[config.mk]
export PLATFORM = sky130hd
export DESIGN_NAME = pipe_stage_buf_flat
export DESIGN_NICKNAME = d
export VERILOG_FILES = /design/src/rtl/pipeline_pkg.sv /design/src/rtl/pipe_stage_buf_if.sv /design/src/rtl/pipe_stage_buf_sat_counter.sv /design/src/rtl/pipe_stage_buf.sv /design/src/flat_wrapper.sv
export SDC_FILE = /design/constraint.sdc
export NUM_CORES = 1
export LEC_CHECK = 0
export ABC_AREA = 1
export ABC_CLOCK_PERIOD_IN_PS = 1520
export CORE_ASPECT_RATIO = 1.1
export CORE_MARGIN = 2
export CORE_UTILIZATION = 34
export DETAILED_ROUTE_END_ITERATION = 12
export PLACE_DENSITY = 0.61
export REMOVE_ABC_BUFFERS = 1
export SYNTH_ARGS = -nofsm -noshare
export SYNTH_HDL_FRONTEND = slang
export SYNTH_SLANG_ARGS = --single-unit
[constraint.sdc]
create_clock -name CLK -period 1.52 [get_ports CLK]
set_input_delay 0.304 -clock CLK [delete_from_list [all_inputs] [get_ports CLK]]
set_output_delay 0.304 -clock CLK [all_outputs]
set_load 0.02 [all_outputs]
[src/rtl/pipeline_pkg.sv]
// Shared pipeline types for the inter-stage buffers and their benches.
package pipeline_pkg;

  typedef enum logic [1:0] {
    EMPTY = 2'd0,
    ONE   = 2'd1,
    TWO   = 2'd2
  } pipe_buf_state_t;

  localparam int unsigned PIPE_BUF_DEPTH = 2;

endpackage

[src/rtl/pipe_stage_buf_if.sv]
// Valid/ready stage link: master drives valid/ctrl/data, slave returns ready.
interface pipe_stage_buf_if #(
  parameter int unsigned DATA_W = 32,
  parameter int unsigned CTRL_W = 8
) ();

  logic              valid;
  logic              ready;
  logic [CTRL_W-1:0] ctrl;
  logic [DATA_W-1:0] data;

  modport master (output valid, output ctrl, output data, input  ready);
  modport slave  (input  valid, input  ctrl, input  data, output ready);

endinterface

[src/rtl/pipe_stage_buf_sat_counter.sv]
// Saturating event counter for stage performance monitors.
// Only compiled when PIPE_STAGE_PERF_EN is defined.
`ifdef PIPE_STAGE_PERF_EN
module pipe_sat_counter #(
  parameter int unsigned CNT_W = 32
) (
  input  logic             CLK,
  input  logic             nRST,
  input  logic             inc,
  output logic [CNT_W-1:0] count
);

  logic [CNT_W-1:0] count_q;
  logic [CNT_W-1:0] count_d;

  always_comb begin
    count_d = count_q;
    if (inc && (count_q != '1)) begin
      count_d = count_q + CNT_W'(1);
    end
  end

  always_ff @(posedge CLK or negedge nRST) begin
    if (!nRST) begin
      count_q <= '0;
    end else begin
      count_q <= count_d;
    end
  end

  assign count = count_q;

endmodule
`endif

[src/rtl/pipe_stage_buf.sv]
// Inter-stage pipeline register with 2-entry skid storage and synchronous flush.
// Optional PIPE_STAGE_PERF_EN adds saturating stall/bubble counters.
module pipe_stage_buf
  import pipeline_pkg::*;
#(
  parameter int unsigned DATA_W = 32,
  parameter int unsigned CTRL_W = 8,
  parameter int unsigned CNT_W  = 32
) (
  input  logic              CLK,
  input  logic              nRST,
  input  logic              flush,
  pipe_stage_buf_if.slave   in_if,
  pipe_stage_buf_if.master  out_if,
  output logic [CNT_W-1:0]  stall_cnt,
  output logic [CNT_W-1:0]  bubble_cnt
);

  pipe_buf_state_t   state_q, state_d;
  logic              in_ready_q, in_ready_d;
  logic [CTRL_W-1:0] main_ctrl_q, main_ctrl_d;
  logic [DATA_W-1:0] main_data_q, main_data_d;
  logic [CTRL_W-1:0] skid_ctrl_q, skid_ctrl_d;
  logic [DATA_W-1:0] skid_data_q, skid_data_d;

  logic out_valid;
  logic in_fire;
  logic out_fire;

  assign out_valid = (state_q != EMPTY);
  assign in_fire   = in_if.valid & in_ready_q;
  assign out_fire  = out_valid & out_if.ready;

  always_comb begin
    state_d     = state_q;
    main_ctrl_d = main_ctrl_q;
    main_data_d = main_data_q;
    skid_ctrl_d = skid_ctrl_q;
    skid_data_d = skid_data_q;

    if (flush) begin
      // Payload is held on purpose; only control bits are squashed.
      state_d     = EMPTY;
      main_ctrl_d = '0;
      skid_ctrl_d = '0;
    end else begin
      unique case (state_q)
        EMPTY: begin
          if (in_fire) begin
            state_d     = ONE;
            main_ctrl_d = in_if.ctrl;
            main_data_d = in_if.data;
          end
        end
        ONE: begin
          if (in_fire && out_fire) begin
            main_ctrl_d = in_if.ctrl;
            main_data_d = in_if.data;
          end else if (in_fire) begin
            state_d     = TWO;
            skid_ctrl_d = in_if.ctrl;
            skid_data_d = in_if.data;
          end else if (out_fire) begin
            state_d = EMPTY;
          end
        end
        TWO: begin
          if (out_fire) begin
            state_d     = ONE;
            main_ctrl_d = skid_ctrl_q;
            main_data_d = skid_data_q;
          end
        end
        default: state_d = EMPTY;
      endcase
    end

    // Ready is registered from next state so downstream ready never reaches upstream combinationally.
    in_ready_d = (state_d != TWO);
  end

  always_ff @(posedge CLK or negedge nRST) begin
    if (!nRST) begin
      state_q     <= EMPTY;
      in_ready_q  <= 1'b1;
      main_ctrl_q <= '0;
      main_data_q <= '0;
      skid_ctrl_q <= '0;
      skid_data_q <= '0;
    end else begin
      state_q     <= state_d;
      in_ready_q  <= in_ready_d;
      main_ctrl_q <= main_ctrl_d;
      main_data_q <= main_data_d;
      skid_ctrl_q <= skid_ctrl_d;
      skid_data_q <= skid_data_d;
    end
  end

  assign in_if.ready  = in_ready_q;
  assign out_if.valid = out_valid;
  assign out_if.ctrl  = out_valid ? main_ctrl_q : '0;
  assign out_if.data  = main_data_q;

`ifdef PIPE_STAGE_PERF_EN
  logic stall_inc;
  logic bubble_inc;

  assign stall_inc  = out_valid & ~out_if.ready;
  assign bubble_inc = ~out_valid & ~flush;

  pipe_sat_counter #(.CNT_W(CNT_W)) u_stall_cnt (
    .CLK   (CLK),
    .nRST  (nRST),
    .inc   (stall_inc),
    .count (stall_cnt)
  );

  pipe_sat_counter #(.CNT_W(CNT_W)) u_bubble_cnt (
    .CLK   (CLK),
    .nRST  (nRST),
    .inc   (bubble_inc),
    .count (bubble_cnt)
  );
`else
  assign stall_cnt  = '0;
  assign bubble_cnt = '0;
`endif

endmodule

[src/flat_wrapper.sv]
// flat-port wrapper written by rule: the top's interface ports become plain ports
module pipe_stage_buf_flat import pipeline_pkg::*;
#(
  parameter int unsigned DATA_W = 32,
  parameter int unsigned CTRL_W = 8,
  parameter int unsigned CNT_W  = 32
)
  (CLK, nRST, flush, stall_cnt, bubble_cnt, in_if_valid, in_if_ctrl, in_if_data, in_if_ready, out_if_valid, out_if_ctrl, out_if_data, out_if_ready);
  pipe_stage_buf_if #(.DATA_W(DATA_W), .CTRL_W(CTRL_W)) in_if_i ();
  pipe_stage_buf_if #(.DATA_W(DATA_W), .CTRL_W(CTRL_W)) out_if_i ();
  input  logic CLK;
  input  logic nRST;
  input  logic flush;
  output logic [CNT_W-1:0] stall_cnt;
  output logic [CNT_W-1:0] bubble_cnt;
  input wire logic [$bits(in_if_i.valid)-1:0] in_if_valid;
  input wire logic [$bits(in_if_i.ctrl)-1:0] in_if_ctrl;
  input wire logic [$bits(in_if_i.data)-1:0] in_if_data;
  output wire logic [$bits(in_if_i.ready)-1:0] in_if_ready;
  output wire logic [$bits(out_if_i.valid)-1:0] out_if_valid;
  output wire logic [$bits(out_if_i.ctrl)-1:0] out_if_ctrl;
  output wire logic [$bits(out_if_i.data)-1:0] out_if_data;
  input wire logic [$bits(out_if_i.ready)-1:0] out_if_ready;
  assign in_if_i.valid = in_if_valid;
  assign in_if_i.ctrl = in_if_ctrl;
  assign in_if_i.data = in_if_data;
  assign in_if_ready = in_if_i.ready;
  assign out_if_valid = out_if_i.valid;
  assign out_if_ctrl = out_if_i.ctrl;
  assign out_if_data = out_if_i.data;
  assign out_if_i.ready = out_if_ready;
  pipe_stage_buf #(.DATA_W(DATA_W), .CTRL_W(CTRL_W), .CNT_W(CNT_W)) u_core (.CLK(CLK), .nRST(nRST), .flush(flush), .in_if(in_if_i), .out_if(out_if_i), .stall_cnt(stall_cnt), .bubble_cnt(bubble_cnt));
endmodule
==> impl_metrics.ini, run 1 <==
[run_status]
status = finished, violations left
violations = setup timing

[worst_setup_path]
critPathLaunch = u_core.state_q[0]
r2r-start = u_core.state_q[1]
cp.arrival_ps = 1250
cp_top_family = flip-flops
path_class = reg -> out
r2r-end = u_core.out_if.data[23]
path_cells = nor2_8, buf_6, nor2_1, buf_4
path_max_fanout = 4
r2r_setup_slack_ps = -20
crit_buf_inv = 2
cp_slowest_cell = dfrtp_2
critPathRequiredTime_ps = 1220
ff2ff_path_depth = 8
cp_num_cells = 4
end_kind = primary output
start_kind = flip-flop
endpoint = out_if_ctrl[2]
max_stage_delay_ps = 480

[timing]
hold_viol = 0
grt_setup_unrepaired = true
clock_skew_ps = 4.79
max_freq_mhz = 642
worst_hold_slack_ps = 360
min_period_over_period = 1.03
slew_viol_final = 0
setup_viol = 15
timing.final.ws_setup_ps = -38.2
fin_crit_ps = 1560

[pwr]
pwr-share-clk = 0.312
combPwrFrac = 0.253
pwr-share-seq = 0.435
power.share.switching = 0.317
ir_drop_uv = 478
leakage_nw = 2.98
switchingPower_mw = 2.08
power.total_mw = 6.57
p_per_area_nw_per_um2 = 1150
p_int_mw = 4.49

[global_routing]
grt_pass1_wl_mm = 16.2
grt_overflow = 0
first_global_vias = 3415
antenna_found_initial = 0
grt_start_max_net_pins = 73
grt_util_all_layers = 0.146

[die]
dieArea_um2 = 14000
die_width_um = 113
initial_core_util = 0.350
die_y_um = 124
fp-row-count = 43
core_region_area_um2 = 12600
ioPinCount = 151

[cells_and_area]
syn2layout_area_growth_pct = 29.2
layout.nets = 696
layout-drive-gt1-share = 0.142
diodes = 0
fillers = 1263
design_area_um2 = 5720

[synthesis]
yosysSeqAreaShare = 0.469
avgSynthCellArea_um2 = 7.96
ys_types = 23
ys_top_cells_by_area = dfrtp_1, nand2_1, buf_4, nand3_1, o21ai_0
synth_most_common_cell = nand2_1
async_flop_share = 1.00
synth_seq_cells = 83
yosysWarnings = 0
synthFlopType = dfrtp_1
synth_cells = 556
synth_top_area_share = 0.463
synth.cell_area_um2 = 4430
yosys.area.top_type = dfrtp_1
synthTopCellsByCount = nand2_1, dfrtp_1, buf_4
synth-edff-count = 0

[placement]
gp_congestion = 0.825
dp_worst_setup_slack_ps = -207
hpwl_mm = 6.73
placedInstanceArea_um2 = 5310
io_buffer_count = 86

[cts]
cts_tree = done
clk_pin_slew_ps = 60
cts_htree_levels = 3
cts-root-buf = clkbuf_16
clk_path_buf_depth = 2
clock-sinks = 83
cts-buffers-inserted = 9
insertion_delay_ps = 330

[hold_path]
hp-class = in -> async

[detailed_routing]
dr.pass1.iters = 5
vias_per_cell = 4.48
wl_mm = 10.4
dr.first_iter.drc_count = 182
drtAntennaViolNets = 0
vias = 3643
drc = 0
post_drt_wl_per_cell_um = 12.8

[run]
maxCapViolations = 0
==> cells by family (layout without fill, tap and decap cells) <==
family / count (synthesis) / count (layout) / share of synthesized area
DFF: 83 / 83 / 0.469
AOI/OAI and AO/OA: 77 / 77 / 0.0890
buffers and inverters: 140 / 176 / 0.193
other: 1 / 64 / 0.000847
and+or+nand+nor: 255 / 256 / 0.248
==> registers in the layout, indices dropped and copies added, names as in the netlist <==
register	flops
u_core.main_ctrl_q	8
u_core.in_if.ready	1
u_core.skid_ctrl_q	8
u_core.out_if.data	32
u_core.state_q	2
u_core.skid_data_q	32
==> how the worst min path moves through the flow <==
stage	to	cells after the start
global placement	u_core.state_q[1]	1
CTS	u_core.main_ctrl_q[7]	2
detailed placement	u_core.state_q[0]	1
finish	u_core.state_q[0]	2
global route	u_core.main_ctrl_q[6]	2
floorplan	u_core.main_ctrl_q[0]	0
==> routing by layer <==
metal  vias up  global-route usage  share of wire
met5         -                   0              0
met4         0              0.0450         0.0098
met3         9              0.0302          0.056
met2       113               0.252           0.50
met1      1713               0.184           0.43
li1       1808                   -              -
==> power groups by stage <==
| stage | registers, mW | clock network, mW | logic, mW |
|---|---|---|---|
| after CTS | 2.85 | 2.11 | 1.62 |
| after global placement | 2.87 | 0 | 1.66 |
| after detailed placement | 2.88 | 0 | 1.69 |
| after floorplan | 3.05 | 0 | 0.723 |
| after global routing | 2.90 | 2.18 | 1.85 |
| final | 2.86 | 2.05 | 1.66 |
==> what timing repair did <==
| action | CTS | global route |
|---|---|---|
| cloned | 2 | 2 |
| pin swaps | 2 | 2 |
| resized for setup | 79 | 31 |
| endpoints found under the setup margin | 55 | 86 |
| hold buffers | 1 | 0 |
| endpoints found under the hold margin | 10 | 0 |
| setup buffers | 3 | 1 |
==> area by class of cell <==
type	instances	area (µm²)	area share
Clock buffer	11	253	0.0442
Tap cell	157	196	0.0343
Inverter	46	173	0.0302
Multi-Input combinational cell	397	1840	0.321
Sequential cell	83	2080	0.364
Timing Repair Buffer	114	1150	0.201
Clock inverter	5	27.5	0.00481
==> layout by cell type, fill, tap and decap left out, drive strengths merged <==
cell type and n:
dlygate4sd3 1, nand2 175, conb 64, nand3 65, buf 36, clkinvlp 1, clkinv 5, inv 45
clkbuf 13, a21oi 11, dfstp 1, nor2 16, o21a 2, dlygate4sd2 32, dfrtp 82, clkdlybuf4s50 43
o21ai 64
==> through the flow <==
stage	instances	utilization	setup TNS (ps)
after floorplan	525	-	-28260
after global placement	789	0.420	-12010
after detailed placement	789	0.420	-13750
after CTS	811	0.443	-136
after global routing	813	0.452	-3920
final	813	0.452	-185
(Power assumes the default switching activity.)
==> inputs of run 2 (changes only) <==
--- a/config.mk
+++ b/config.mk
@@ -9,9 +9,10 @@
 export ABC_CLOCK_PERIOD_IN_PS = 1520
 export CORE_ASPECT_RATIO = 1.1
 export CORE_MARGIN = 2
-export CORE_UTILIZATION = 34
+export CORE_UTILIZATION = 30
 export DETAILED_ROUTE_END_ITERATION = 12
-export PLACE_DENSITY = 0.61
+export HOLD_SLACK_MARGIN = 0.08
+export PLACE_DENSITY = 0.55
 export REMOVE_ABC_BUFFERS = 1
 export SYNTH_ARGS = -nofsm -noshare
 export SYNTH_HDL_FRONTEND = slang
==> run 2 against run 1 <==
  * The flow still finishes with violations (setup timing)
  * Critical endpoint is now out_if_ctrl[3]
  * Sequential cell count unchanged
  * Cell area increased by 5.0%
  * First-iteration DRC count increased by 53%
==> impl_metrics.ini, run 2 (same netlist as run 1, synthesis figures left out) <==
[run_status]
status = finished, violations left
violations = setup timing

[cts]
cts_tree = done
insertion_delay_ps = 340
clock-sinks = 83
clk_pin_slew_ps = 60
cts-root-buf = clkbuf_16
cts_htree_levels = 3
cts-buffers-inserted = 9
clk_path_buf_depth = 2

[cells_and_area]
fillers = 1474
layout-drive-gt1-share = 0.145
layout.nets = 710
stdcell_count = 862
layout_common_cells = nand2_1, dfrtp_1, conb_1
syn2layout_area_growth_pct = 35.7
layout_commonest_cell = nand2_1
diodes = 0

[detailed_routing]
vias_per_cell = 4.35
drc = 0
dr.first_iter.drc_count = 279
drtAntennaViolNets = 0
wl_mm = 11.6
vias = 3747
dr.pass1.iters = 4
post_drt_wl_per_cell_um = 13.4

[global_routing]
antenna_found_initial = 0
grt_pass1_wl_mm = 17.5
grt_util_all_layers = 0.139
first_global_vias = 3434
grt_overflow = 0
grt_start_max_net_pins = 39

[worst_setup_path]
path_class = reg -> out
cp_slowest_cell = dfrtp_2
path_common_cell = buf_6
end_kind = primary output
cp.arrival_ps = 1260
start_kind = flip-flop
critPathRequiredTime_ps = 1220
r2r-start = u_core.state_q[1]
r2r_setup_slack_ps = -20
max_stage_delay_ps = 480
r2r-end = u_core.skid_data_q[14]
path_cells = nor2_8, buf_6, nor2_2, buf_6
ff2ff_path_depth = 7
path_max_fanout = 3

[timing]
clock_skew_ps = 6.36
max_freq_mhz = 639
fin_crit_ps = 1560
tns_ps = -330
hold_viol = 0
setup_viol = 20
slew_viol_final = 0
min_period_over_period = 1.03
grt_setup_unrepaired = true
timing.final.ws_setup_ps = -43.7
worst_hold_slack_ps = 426

[die]
core_region_area_um2 = 14400
dieArea_um2 = 15700
ioPinCount = 151
die_width_um = 120
fp-row-count = 46
initial_core_util = 0.307
die_y_um = 131

[placement]
placed_cells = 829
dp_worst_setup_slack_ps = -182
gp_congestion = 0.776
io_buffer_count = 86
hpwl_mm = 7.43

[pwr]
leakage_nw = 3.10
p_per_area_nw_per_um2 = 1140
power.total_mw = 6.83
ir_drop_uv = 471

[run]
maxCapViolations = 0

[hold_path]
hp-class = in -> async
==> run 2: cell types whose count changed in the layout (fill, tap and decap cells not counted), moves of 3 or more <==
cell | previous run | this run
buf_6 | 5 | 12
nand2_2 | 20 | 6
clkinv_4 | 0 | 3
clkbuf_16 | 10 | 14
buf_2 | 8 | 4
nor2_2 | 2 | 6
nand2_1 | 152 | 166
clkinv_2 | 4 | 1
buf_4 | 12 | 18
nor2_1 | 11 | 6
==> run 2: worst max-delay path, delay by kind of cell (launching register included) <==
family,cells,cell delay [ps]
and+or+nand+nor,2,190
DFF,1,480
buffers and inverters,2,240
==> run 2: cell type report <==
cell class	count	area [µm²]	area share
multi-input cells	397	1810	0.302
well taps	192	240	0.0400
clock buffers	11	253	0.0421
clock inverters	5	61.3	0.0102
inverters	46	173	0.0287
flip-flops and latches	83	2080	0.346
repair buffers	128	1390	0.231
==> run 2: per-layer routing <==
layer  global-route usage  up-vias  wire length [µm]
met3               0.0317       11               591
met1                0.191     1750              5370
met5                    0        -                 0
met2                0.214      137              5480
li1                     -     1849                 -
met4               0.0529        0               151
==> run 2: repair_timing <==
| item | 4_1_cts | 5_1_grt |
|---|---|---|
| pin swaps | 2 | 6 |
| endpoints found under the setup margin | 75 | 89 |
| hold buffers | 1 | 0 |
| gates resized for setup | 81 | 31 |
| buffers inserted | 2 | 6 |
| hold endpoints to repair | 22 | 0 |
| gates cloned | 2 | 7 |
==> run 2: metrics by stage <==
step | utilization | instance area, µm²
finish | 0.416 | 6010
CTS | 0.395 | 5700
global placement | 0.372 | 5370
detailed placement | 0.372 | 5370
floorplan | - | 3980
global route | 0.416 | 6010
==> run 2: worst max-delay path by stage <==
stage / start / endpoint / slack, ps
final: u_core.state_q[0] / out_if_ctrl[3] / -40
after global routing: u_core.state_q[0] / out_if_ctrl[3] / -100
after CTS: u_core.state_q[1] / out_if_valid / -100
after detailed placement: in_if_valid / u_core.skid_data_q[17] / -180
after global placement: in_if_valid / u_core.skid_data_q[17] / -210
after floorplan: u_core.state_q[1] / u_core.out_if.data[0] / -590
==> run 2: report_power, final <==
group          switching, mW  internal (mW)  leakage [nW]
registers              0.193           2.66          1.02
clock network          0.914           1.37         0.156
logic                   1.03          0.661          1.92
total                   2.14           4.69          3.10
